## config.mk

```make
export PLATFORM = sky130hd
export DESIGN_NAME = bm_interlock_scan_ctrl
export DESIGN_NICKNAME = d
export VERILOG_FILES = /design/src/rtl/bm_interlock_scan_ctrl.sv
export SDC_FILE = /design/constraint.sdc
export NUM_CORES = 1
export LEC_CHECK = 0
export ABC_AREA = 1
export CAP_MARGIN = 20
export CORE_UTILIZATION = 47
export DETAILED_ROUTE_END_ITERATION = 7
export GPL_ROUTABILITY_DRIVEN = 0
export HOLD_SLACK_MARGIN = 0.02
export PLACE_DENSITY = 0.8
export REMOVE_ABC_BUFFERS = 1
export SYNTH_ARGS = -nofsm -noshare
export SYNTH_HDL_FRONTEND = slang
export SYNTH_SLANG_ARGS = --single-unit
```

## constraint.sdc

```tcl
create_clock -name clk -period 2.2 [get_ports clk]
set_input_delay 0.44 -clock clk [delete_from_list [all_inputs] [get_ports clk]]
set_output_delay 0.44 -clock clk [all_outputs]
set_load 0.05 [all_outputs]
```

## src/rtl/bm_interlock_scan_ctrl.sv

```systemverilog
// Beam-monitor interlock frame sequencer: walks the position RAM on each frame tick,
// feeds X/Y to the comparator, counts returned faults and holds the trip until cleared.
module bm_interlock_scan_ctrl #(
  parameter int NUM_BPM  = 180,
  parameter int ADDR_W   = 10,
  parameter int PIPE_LAT = 2
) (
  input  logic              clk,
  input  logic              reset,
  input  logic              enable,
  input  logic              frame_start,
  output logic              pos_rd_en,
  output logic [ADDR_W-1:0] pos_raddr,
  input  logic [31:0]       pos_x_rdata,
  input  logic [31:0]       pos_y_rdata,
  input  logic              mask_rdata,
  output logic              il_valid,
  output logic [ADDR_W-1:0] il_addr,
  output logic [31:0]       il_x,
  output logic [31:0]       il_y,
  input  logic              il_fault,
  output logic              scan_busy,
  output logic              scan_done,
  output logic              frame_overrun,
  output logic [15:0]       fault_count_frame,
  output logic              trip_latched,
  output logic [ADDR_W-1:0] first_fault_addr,
  input  logic              clear_req,
  output logic              clear_ack
);

  localparam int CNT_W = $clog2(PIPE_LAT + 3);
  localparam logic [CNT_W-1:0]  DRAIN_LAST = CNT_W'(PIPE_LAT + 1);
  localparam logic [ADDR_W-1:0] LAST_ADDR  = ADDR_W'(NUM_BPM - 1);

  typedef enum logic [1:0] {S_IDLE, S_READ, S_DRAIN, S_DONE} state_t;

  state_t            state, state_nxt;
  logic [ADDR_W-1:0] addr;
  logic [CNT_W-1:0]  drain_cnt;
  logic [15:0]       run_cnt;
  logic              clear_pend;
  logic              start;
  logic              fault_hit;

  logic              rd_en_p1;
  logic [ADDR_W-1:0] raddr_p1;
  logic [PIPE_LAT-1:0] tag_vld;
  logic [ADDR_W-1:0]   tag_addr [PIPE_LAT];

  // A pending clear in IDLE takes priority over a frame tick in the same cycle.
  assign clear_pend = clear_req & ~clear_ack;
  assign start      = enable & frame_start & ~clear_pend;
  assign fault_hit  = tag_vld[PIPE_LAT-1] & il_fault;
  assign pos_raddr  = addr;

  always_ff @(posedge clk) begin
    if (reset) begin
      state     <= S_IDLE;
      addr      <= '0;
      drain_cnt <= '0;
    end else begin
      state     <= state_nxt;
      addr      <= (state == S_READ && addr != LAST_ADDR) ? addr + 1'b1 : '0;
      drain_cnt <= (state == S_DRAIN) ? drain_cnt + 1'b1 : '0;
    end
  end

  always_comb begin
    state_nxt     = state;
    pos_rd_en     = 1'b0;
    scan_busy     = 1'b0;
    scan_done     = 1'b0;
    frame_overrun = 1'b0;
    case (state)
      S_IDLE: begin
        if (start) state_nxt = S_READ;
      end
      S_READ: begin
        pos_rd_en     = 1'b1;
        scan_busy     = 1'b1;
        frame_overrun = frame_start;
        if (addr == LAST_ADDR) state_nxt = S_DRAIN;
      end
      S_DRAIN: begin
        scan_busy     = 1'b1;
        frame_overrun = frame_start;
        if (drain_cnt == DRAIN_LAST) state_nxt = S_DONE;
      end
      S_DONE: begin
        scan_done     = 1'b1;
        frame_overrun = frame_start;
        state_nxt     = S_IDLE;
      end
      default: state_nxt = S_IDLE;
    endcase
  end

  // Stage 1: read strobe and address aligned with the RAM access
  always_ff @(posedge clk) begin
    if (reset) begin
      rd_en_p1 <= 1'b0;
      raddr_p1 <= '0;
    end else begin
      rd_en_p1 <= pos_rd_en;
      raddr_p1 <= pos_raddr;
    end
  end

  // Stage 2: RAM data presented to the comparator, masked BPMs carry no strobe
  always_ff @(posedge clk) begin
    if (reset) begin
      il_valid <= 1'b0;
      il_addr  <= '0;
      il_x     <= '0;
      il_y     <= '0;
    end else begin
      il_valid <= rd_en_p1 & mask_rdata;
      if (rd_en_p1) begin
        il_addr <= raddr_p1;
        il_x    <= pos_x_rdata;
        il_y    <= pos_y_rdata;
      end
    end
  end

  // Tag pipeline: matches each returning il_fault to the sample that caused it
  always_ff @(posedge clk) begin
    if (reset) begin
      for (int i = 0; i < PIPE_LAT; i++) begin
        tag_vld[i]  <= 1'b0;
        tag_addr[i] <= '0;
      end
    end else begin
      tag_vld[0]  <= il_valid;
      tag_addr[0] <= il_addr;
      for (int i = 1; i < PIPE_LAT; i++) begin
        tag_vld[i]  <= tag_vld[i-1];
        tag_addr[i] <= tag_addr[i-1];
      end
    end
  end

  always_ff @(posedge clk) begin
    if (reset) begin
      run_cnt           <= '0;
      fault_count_frame <= '0;
      trip_latched      <= 1'b0;
      first_fault_addr  <= '0;
      clear_ack         <= 1'b0;
    end else begin
      if (state == S_IDLE && start)
        run_cnt <= '0;
      else if (fault_hit)
        run_cnt <= run_cnt + 16'd1;

      // Publish on entry to DONE so a fault in the last DRAIN cycle is included.
      if (state == S_DRAIN && state_nxt == S_DONE)
        fault_count_frame <= run_cnt + 16'(fault_hit);

      if (state == S_IDLE && clear_pend) begin
        trip_latched     <= 1'b0;
        first_fault_addr <= '0;
      end else if (fault_hit && !trip_latched) begin
        trip_latched     <= 1'b1;
        first_fault_addr <= tag_addr[PIPE_LAT-1];
      end

      if (state == S_IDLE && clear_pend)
        clear_ack <= 1'b1;
      else if (clear_ack && !clear_req)
        clear_ack <= 1'b0;
    end
  end

endmodule

```

==> summary.txt, run 1 <==
Nets - 1079
Achievable Freq - 468 MHz
Post-CTS Resized - 0
CP max FO - 6
FP Rows - 42
first-pass GRT wire length - 25400 um
all-layer global routing usage - 0.230
Die H - 118 um
worst hold start - tag_addr[0][0]
I/O Buffers - 187
Inserted Clock Buffers - 17
HPWL after DPL - 10400 um
Initial Utilization - 0.482
routed len/inst - 12.9 um
Syn Area/Cell - 7.87 sq um
routed vias - 5664
minimum clock period - 2.14 ns
unrepaired setup endpoints after global routing - no
total iterations of the first detailed-routing run - 5
worst skew pair latency - 0.43 ns
WP data required - 1.76 ns
Max rail drop VDD - 0.000547 V
pwr dens - 764 nW/um^2
Worst path max stage delay - 0.85 ns
CP cell instances - clkdlybuf4s50_1
FF-to-FF path depth - 10
clock root buffer - clkbuf_16
CP top delay family - buffers and inverters
worst hold path cell count - 2
worst hold endpoint - tag_addr[1][0]
ant diodes - 0
Reg2Reg Capture Point - fault_count_frame[1]
CP Buf/Inv Count - 1
Clock Skew - 0.00463 ns
area added between synthesis and finish - 43.2%
grt ovf - 0
vias per inst - 4.78
Max-Slew Margin vs Limit - 0.609
Syn Inst Count - 807
fin cells - 1185
Iteration-0 DRC Markers - 283
post-detailed-route count of antenna-violating nets - 0
# clock sinks - 167
H-tree lvl count - 4
placed cell count - 1153
reg2reg start - state[1]
Synth Cell Area - 6350 sq um
total die area - 14000 sq um
Final Hold Fails - 0
Slowest-stage cell, CP - clkdlybuf4s50_1
Leak - 3.65 nW
Max-cap violations - 0
initial antenna violation count - 0
Clock Tree Buf Depth - 2
commonest cells after routing, fill and taps aside - nor2_1, clkdlybuf4s50_1, dfxtp_1, nand2_1, o21ai_0
vias in the first global route - 5477
post-route clock period utilization - 0.972
Remaining DRCs - 0
Sum Neg Setup Slack - 0 ns
crit path DAT - 1.70 ns
largest net degree at the start of global routing - 66
Ports - 188
startpoint types - flip-flop
# Post-CTS Setup Buffers - 0
Reg clk slew, reported paths - 0.06 ns
critical path type - flip-flop to output port
Worst Tran Pin Value - 0.586 ns
hold_buf cts - 0
Final setup viols - 0
CTS tree - yes
Synth cell types - 34
yosys warns - 0
fin. max-slew vios - 0
Seq cells post-synth - 167
Hold Crit Class - flip-flop to flip-flop
ratio of cells with drive above 1 in the final layout - 0.0971
fillers - 1039
outcome - finished clean
Total Routed Length - 15300 um
r2r setup slk - 0.38 ns
Worst Setup End Kind - output port
chip width - 118 um
commonest non-fill, non-tap cell in the layout - nor2_1
core area - 13200 sq um
sequential-to-total area share from yosys stat - 0.526
[where the power goes]
group / leakage [nW] / switching (mW) / internal [mW] / total, mW
logic: 2.00 / 0.435 / 0.277 / 0.711
clock network: 0.298 / 1.24 / 1.86 / 3.11
registers: 1.35 / 0.0356 / 3.10 / 3.13
total: 3.65 / 1.71 / 5.24 / 6.95
[through the flow]
stage                     hold WS, ns  total power, mW   util  instance area, sq um  setup slack (ns)
final                           0.402             6.95  0.689                  9090            0.0620
after global placement          0.391             3.90  0.642                  8470            -0.183
after CTS                       0.406             7.00  0.689                  9090            0.0491
after detailed placement        0.394             3.91  0.642                  8470            -0.186
after floorplan                 0.388             3.58      -                  6190            -0.460
after global routing            0.421             7.20  0.689                  9090           0.00286
[routing by layer]
metal  routed length (um)  vias to the layer above  global-route usage
met5                    0                        -                   0
met4                  450                        0               0.117
met3                 1200                       33              0.0888
met2                 7210                      173               0.370
met1                 6430                     2539               0.264
li1                     -                     2919                   -
[state kept, by name, indices dropped and copies added (netlist names)]
name / count
first_fault_addr: 10
run_cnt: 16
rd_en_p1: 1
state: 2
pos_raddr: 10
fault_count_frame: 16
drain_cnt: 3
il_addr: 10
il_x: 32
tag_addr: 20
il_valid: 1
raddr_p1: 10
clear_ack: 1
tag_vld: 2
il_y: 32
trip_latched: 1
[cell type report]
cell class | instances | area [sq um] | area share
timing repair buffer | 208 | 2060 | 0.226
clock inverter | 12 | 166 | 0.0183
clock buffer | 20 | 457 | 0.0502
inverter | 76 | 285 | 0.0314
sequential | 167 | 3340 | 0.368
tap | 176 | 220 | 0.0242
multi-input combinational | 526 | 2560 | 0.282
[worst max path at each step]
stage	startpoint	endpoint	slack (ns)	cells after the start
after global placement	il_fault	fault_count_frame[14]	-0.18	16
after CTS	pos_raddr[4]	pos_raddr[4]	0.05	1
after detailed placement	il_fault	fault_count_frame[14]	-0.19	16
final	pos_raddr[4]	pos_raddr[4]	0.06	1
after floorplan	rd_en_p1	il_addr[0]	-0.46	3
after global routing	state[0]	frame_overrun	0.003	4
[Yosys cell counts]
library cell / instances / area share
nor2_2: 23 / 0.023
dfxtp_1: 167 / 0.53
o21a_1: 3 / 0.0035
buf_2: 4 / 0.0032
a21oi_1: 30 / 0.024
buf_8: 1 / 0.0024
buf_1: 7 / 0.0041
nand4_1: 19 / 0.019
clkinv_1: 1 / 0.00059
xnor2_1: 2 / 0.0028
nand2_2: 3 / 0.0030
nor3_1: 6 / 0.0047
nor4_1: 1 / 0.00099
inv_2: 3 / 0.0018
nand3_1: 9 / 0.0071
xor2_1: 12 / 0.017
a211oi_1: 10 / 0.012
a21oi_4: 1 / 0.0026
nand2_1: 86 / 0.051
inv_1: 72 / 0.043
nand2_4: 4 / 0.0071
ha_1: 12 / 0.024
nor2_8: 1 / 0.0032
buf_4: 1 / 0.0012
nor2_1: 222 / 0.13
o21ai_1: 2 / 0.0016
or2_0: 1 / 0.00099
clkbuf_1: 25 / 0.015
nand3_2: 1 / 0.0016
or2_2: 1 / 0.00099
o21bai_1: 2 / 0.0024
o21ai_0: 72 / 0.057
o21ai_4: 1 / 0.0026
nor3b_1: 2 / 0.0024
[cells by family (layout without fill, tap and decap cells)]
kind of cell	count (synthesis)	count (layout)	share of synthesized area
buffers and inverters	114	316	0.0705
xor gates and xnor gates	14	14	0.0193
and+or+nand+nor	379	379	0.255
DFF	167	167	0.526
AOI/OAI and AO/OA	121	121	0.105
adders and majority gates	12	12	0.0236
Power figures use the tool's default switching activity.
==> run 2, diff against run 1 <==
--- a/config.mk
+++ b/config.mk
@@ -7,6 +7,7 @@
 export LEC_CHECK = 0
 export ABC_AREA = 1
 export CAP_MARGIN = 20
+export CORE_MARGIN = 2
 export CORE_UTILIZATION = 47
 export DETAILED_ROUTE_END_ITERATION = 7
 export GPL_ROUTABILITY_DRIVEN = 0
==> summary.txt, run 2 (synthesis results as in run 1) <==
outcome - finished clean
Worst path max stage delay - 0.85 ns (about the same)
commonest cells after routing, fill and taps aside - nor2_1, clkdlybuf4s50_1, dfxtp_1, nand2_1, o21ai_0
GRT met3 Usage - 0.0986 (+0.00978)
Ports - 188 (unchanged)
CP top delay family - buffers and inverters
Inserted Clock Buffers - 17 (unchanged)
Nets - 1078 (-0.093%)
Worst Tran Pin Value - 0.605 ns (+0.0185 ns)
CP Buf/Inv Count - 1 (unchanged)
vias in the first global route - 5448 (-0.53%)
hold_buf cts - 0 (unchanged)
WP data required - 1.76 ns (about the same)
Final setup viols - 0 (unchanged)
fin cells - 1184 (-0.084%)
pre-CTS WS - -0.208 ns (-0.0219 ns)
Die H - 120 um (+1.7%)
all-layer global routing usage - 0.222 (-0.00804)
M1 GR Usage - 0.254 (-0.00973)
H-tree lvl count - 4 (unchanged)
clock root buffer - clkbuf_16
fin worst setup slack - 0.0588 ns (-0.00323 ns)
Max-Slew Margin vs Limit - 0.597 (-0.0123)
ant diodes - 0 (unchanged)
Initial Utilization - 0.480 (-0.00191)
CTS tree - yes
CP cell instances - clkdlybuf4s50_1
vias per inst - 4.71 (-1.5%)
Clock Tree Buf Depth - 2 (unchanged)
HPWL after DPL - 10300 um (-1.2%)
Achievable Freq - 467 MHz (-0.15%)
Remaining DRCs - 0 (unchanged)
total iterations of the first detailed-routing run - 4 (-1)
total die area - 14500 sq um (+3.4%)
post-route clock period utilization - 0.973 (+0.00147)
Worst Setup End Kind - output port
initial antenna violation count - 0 (unchanged)
# clock sinks - 167 (unchanged)
Final Hold Fails - 0 (unchanged)
Hold Crit Class - flip-flop to flip-flop
unrepaired setup endpoints after global routing - no
routed len/inst - 12.9 um (+0.10%)
ratio of cells with drive above 1 in the final layout - 0.0962 (-0.000896)
post-detailed-route count of antenna-violating nets - 0 (unchanged)
chip width - 120 um (+1.7%)
Leak - 3.66 nW (+0.42%)
first-pass GRT wire length - 25500 um (+0.65%)
grt met2 use - 0.363 (-0.00765)
FP Rows - 42 (unchanged)
placed cell count - 1152 (-0.087%)
Reg clk slew, reported paths - 0.06 ns (about the same)
Total Routed Length - 15300 um (about the same)
fin. max-slew vios - 0 (unchanged)
WHS - 0.402 ns (+0.000202 ns)
largest net degree at the start of global routing - 69 (+4.5%)
routed vias - 5574 (-1.6%)
CP max FO - 6 (unchanged)
Slowest-stage cell, CP - clkdlybuf4s50_1
critical path type - flip-flop to output port
crit path DAT - 1.70 ns (about the same)
area added between synthesis and finish - 43.7%
minimum clock period - 2.14 ns (+0.00323 ns)
I/O Buffers - 187 (unchanged)
Max-cap violations - 0 (unchanged)
worst skew pair latency - 0.43 ns (about the same)
Iteration-0 DRC Markers - 225 (-20%)
Power Total - 7.12 mW (+2.4%)
grt peak-use layer - met2
Max rail drop VDD - 0.000603 V (+10%)
pwr dens - 780 nW/um^2 (+2.0%)
core area - 13200 sq um (+0.40%)
fillers - 1083 (+4.2%)
Regs by FF count - il_x x32, il_y x32, tag_addr x20
startpoint types - flip-flop
commonest non-fill, non-tap cell in the layout - nor2_1
Clock Skew - 0.00833 ns (+0.00370 ns)
grt ovf - 0 (unchanged)
run 2: changes by cell type in the layout (fill, tap and decap cells not counted):
cell,previous run,this run
bufinv_16,3,5
buf_12,3,4
buf_4,22,20
inv_8,0,1
clkinv_2,0,2
inv_6,3,2
clkinv_4,4,2
clkbuf_8,2,0
run 2: metal layers:
| metal | routed length, um | vias up |
|---|---|---|
| met4 | 289 | 0 |
| met3 | 1410 | 22 |
| li1 | - | 2917 |
| met2 | 7220 | 159 |
| met5 | 0 | - |
| met1 | 6390 | 2476 |
run 2: path summary, 6_finish.rpt:
check	slack (ns)	end	cells after the start	start
max	0.06	pos_raddr[4]	1	pos_raddr[4]
min	0.40	tag_addr[1][8]	2	tag_addr[0][8]
min reg2reg	0.40	tag_addr[1][8]	2	tag_addr[0][8]
max reg2reg	0.33	fault_count_frame[3]	10	state[1]
run 2: report_power, final:
group          leakage (nW)  internal, mW  switching (mW)
clock                 0.313          2.03            1.24
sequential             1.35          3.10          0.0341
combinational          2.00         0.279           0.437
run 2: metrics by stage:
| step | cell area [sq um] | setup TNS, ns | utilization |
|---|---|---|---|
| after floorplan | 6190 | -31.98 | - |
| after global placement | 8470 | -0.535 | 0.640 |
| after detailed placement | 8470 | -0.742 | 0.640 |
| after CTS | 9120 | 0 | 0.689 |
| after global routing | 9130 | 0 | 0.689 |
| final | 9130 | 0 | 0.689 |
run 2: area by class of cell:
type	instances	area (sq um)	area share
Clock buffer	18	429	0.0470
Clock inverter	14	221	0.0243
Inverter	76	285	0.0313
Multi-Input combinational cell	526	2560	0.281
Sequential cell	167	3340	0.367
Tap cell	176	220	0.0241
Timing Repair Buffer	207	2060	0.226
run 2: what timing repair did:
action	in CTS	in global routing
setup endpoints to repair	0	1
setup buffers	0	0
gates resized for setup	0	1
endpoints found under the hold margin	0	0
==> run 3, diff against run 2 <==
--- a/config.mk
+++ b/config.mk
@@ -6,6 +6,7 @@
 export NUM_CORES = 1
 export LEC_CHECK = 0
 export ABC_AREA = 1
+export ABC_CLOCK_PERIOD_IN_PS = 2200
 export CAP_MARGIN = 20
 export CORE_MARGIN = 2
 export CORE_UTILIZATION = 47
@@ -14,6 +15,7 @@
 export HOLD_SLACK_MARGIN = 0.02
 export PLACE_DENSITY = 0.8
 export REMOVE_ABC_BUFFERS = 1
+export SLEW_MARGIN = 30
 export SYNTH_ARGS = -nofsm -noshare
 export SYNTH_HDL_FRONTEND = slang
 export SYNTH_SLANG_ARGS = --single-unit
==> results of run 3 <==
Same layout as run 2: the final DEF is identical, and so are final timing and power.
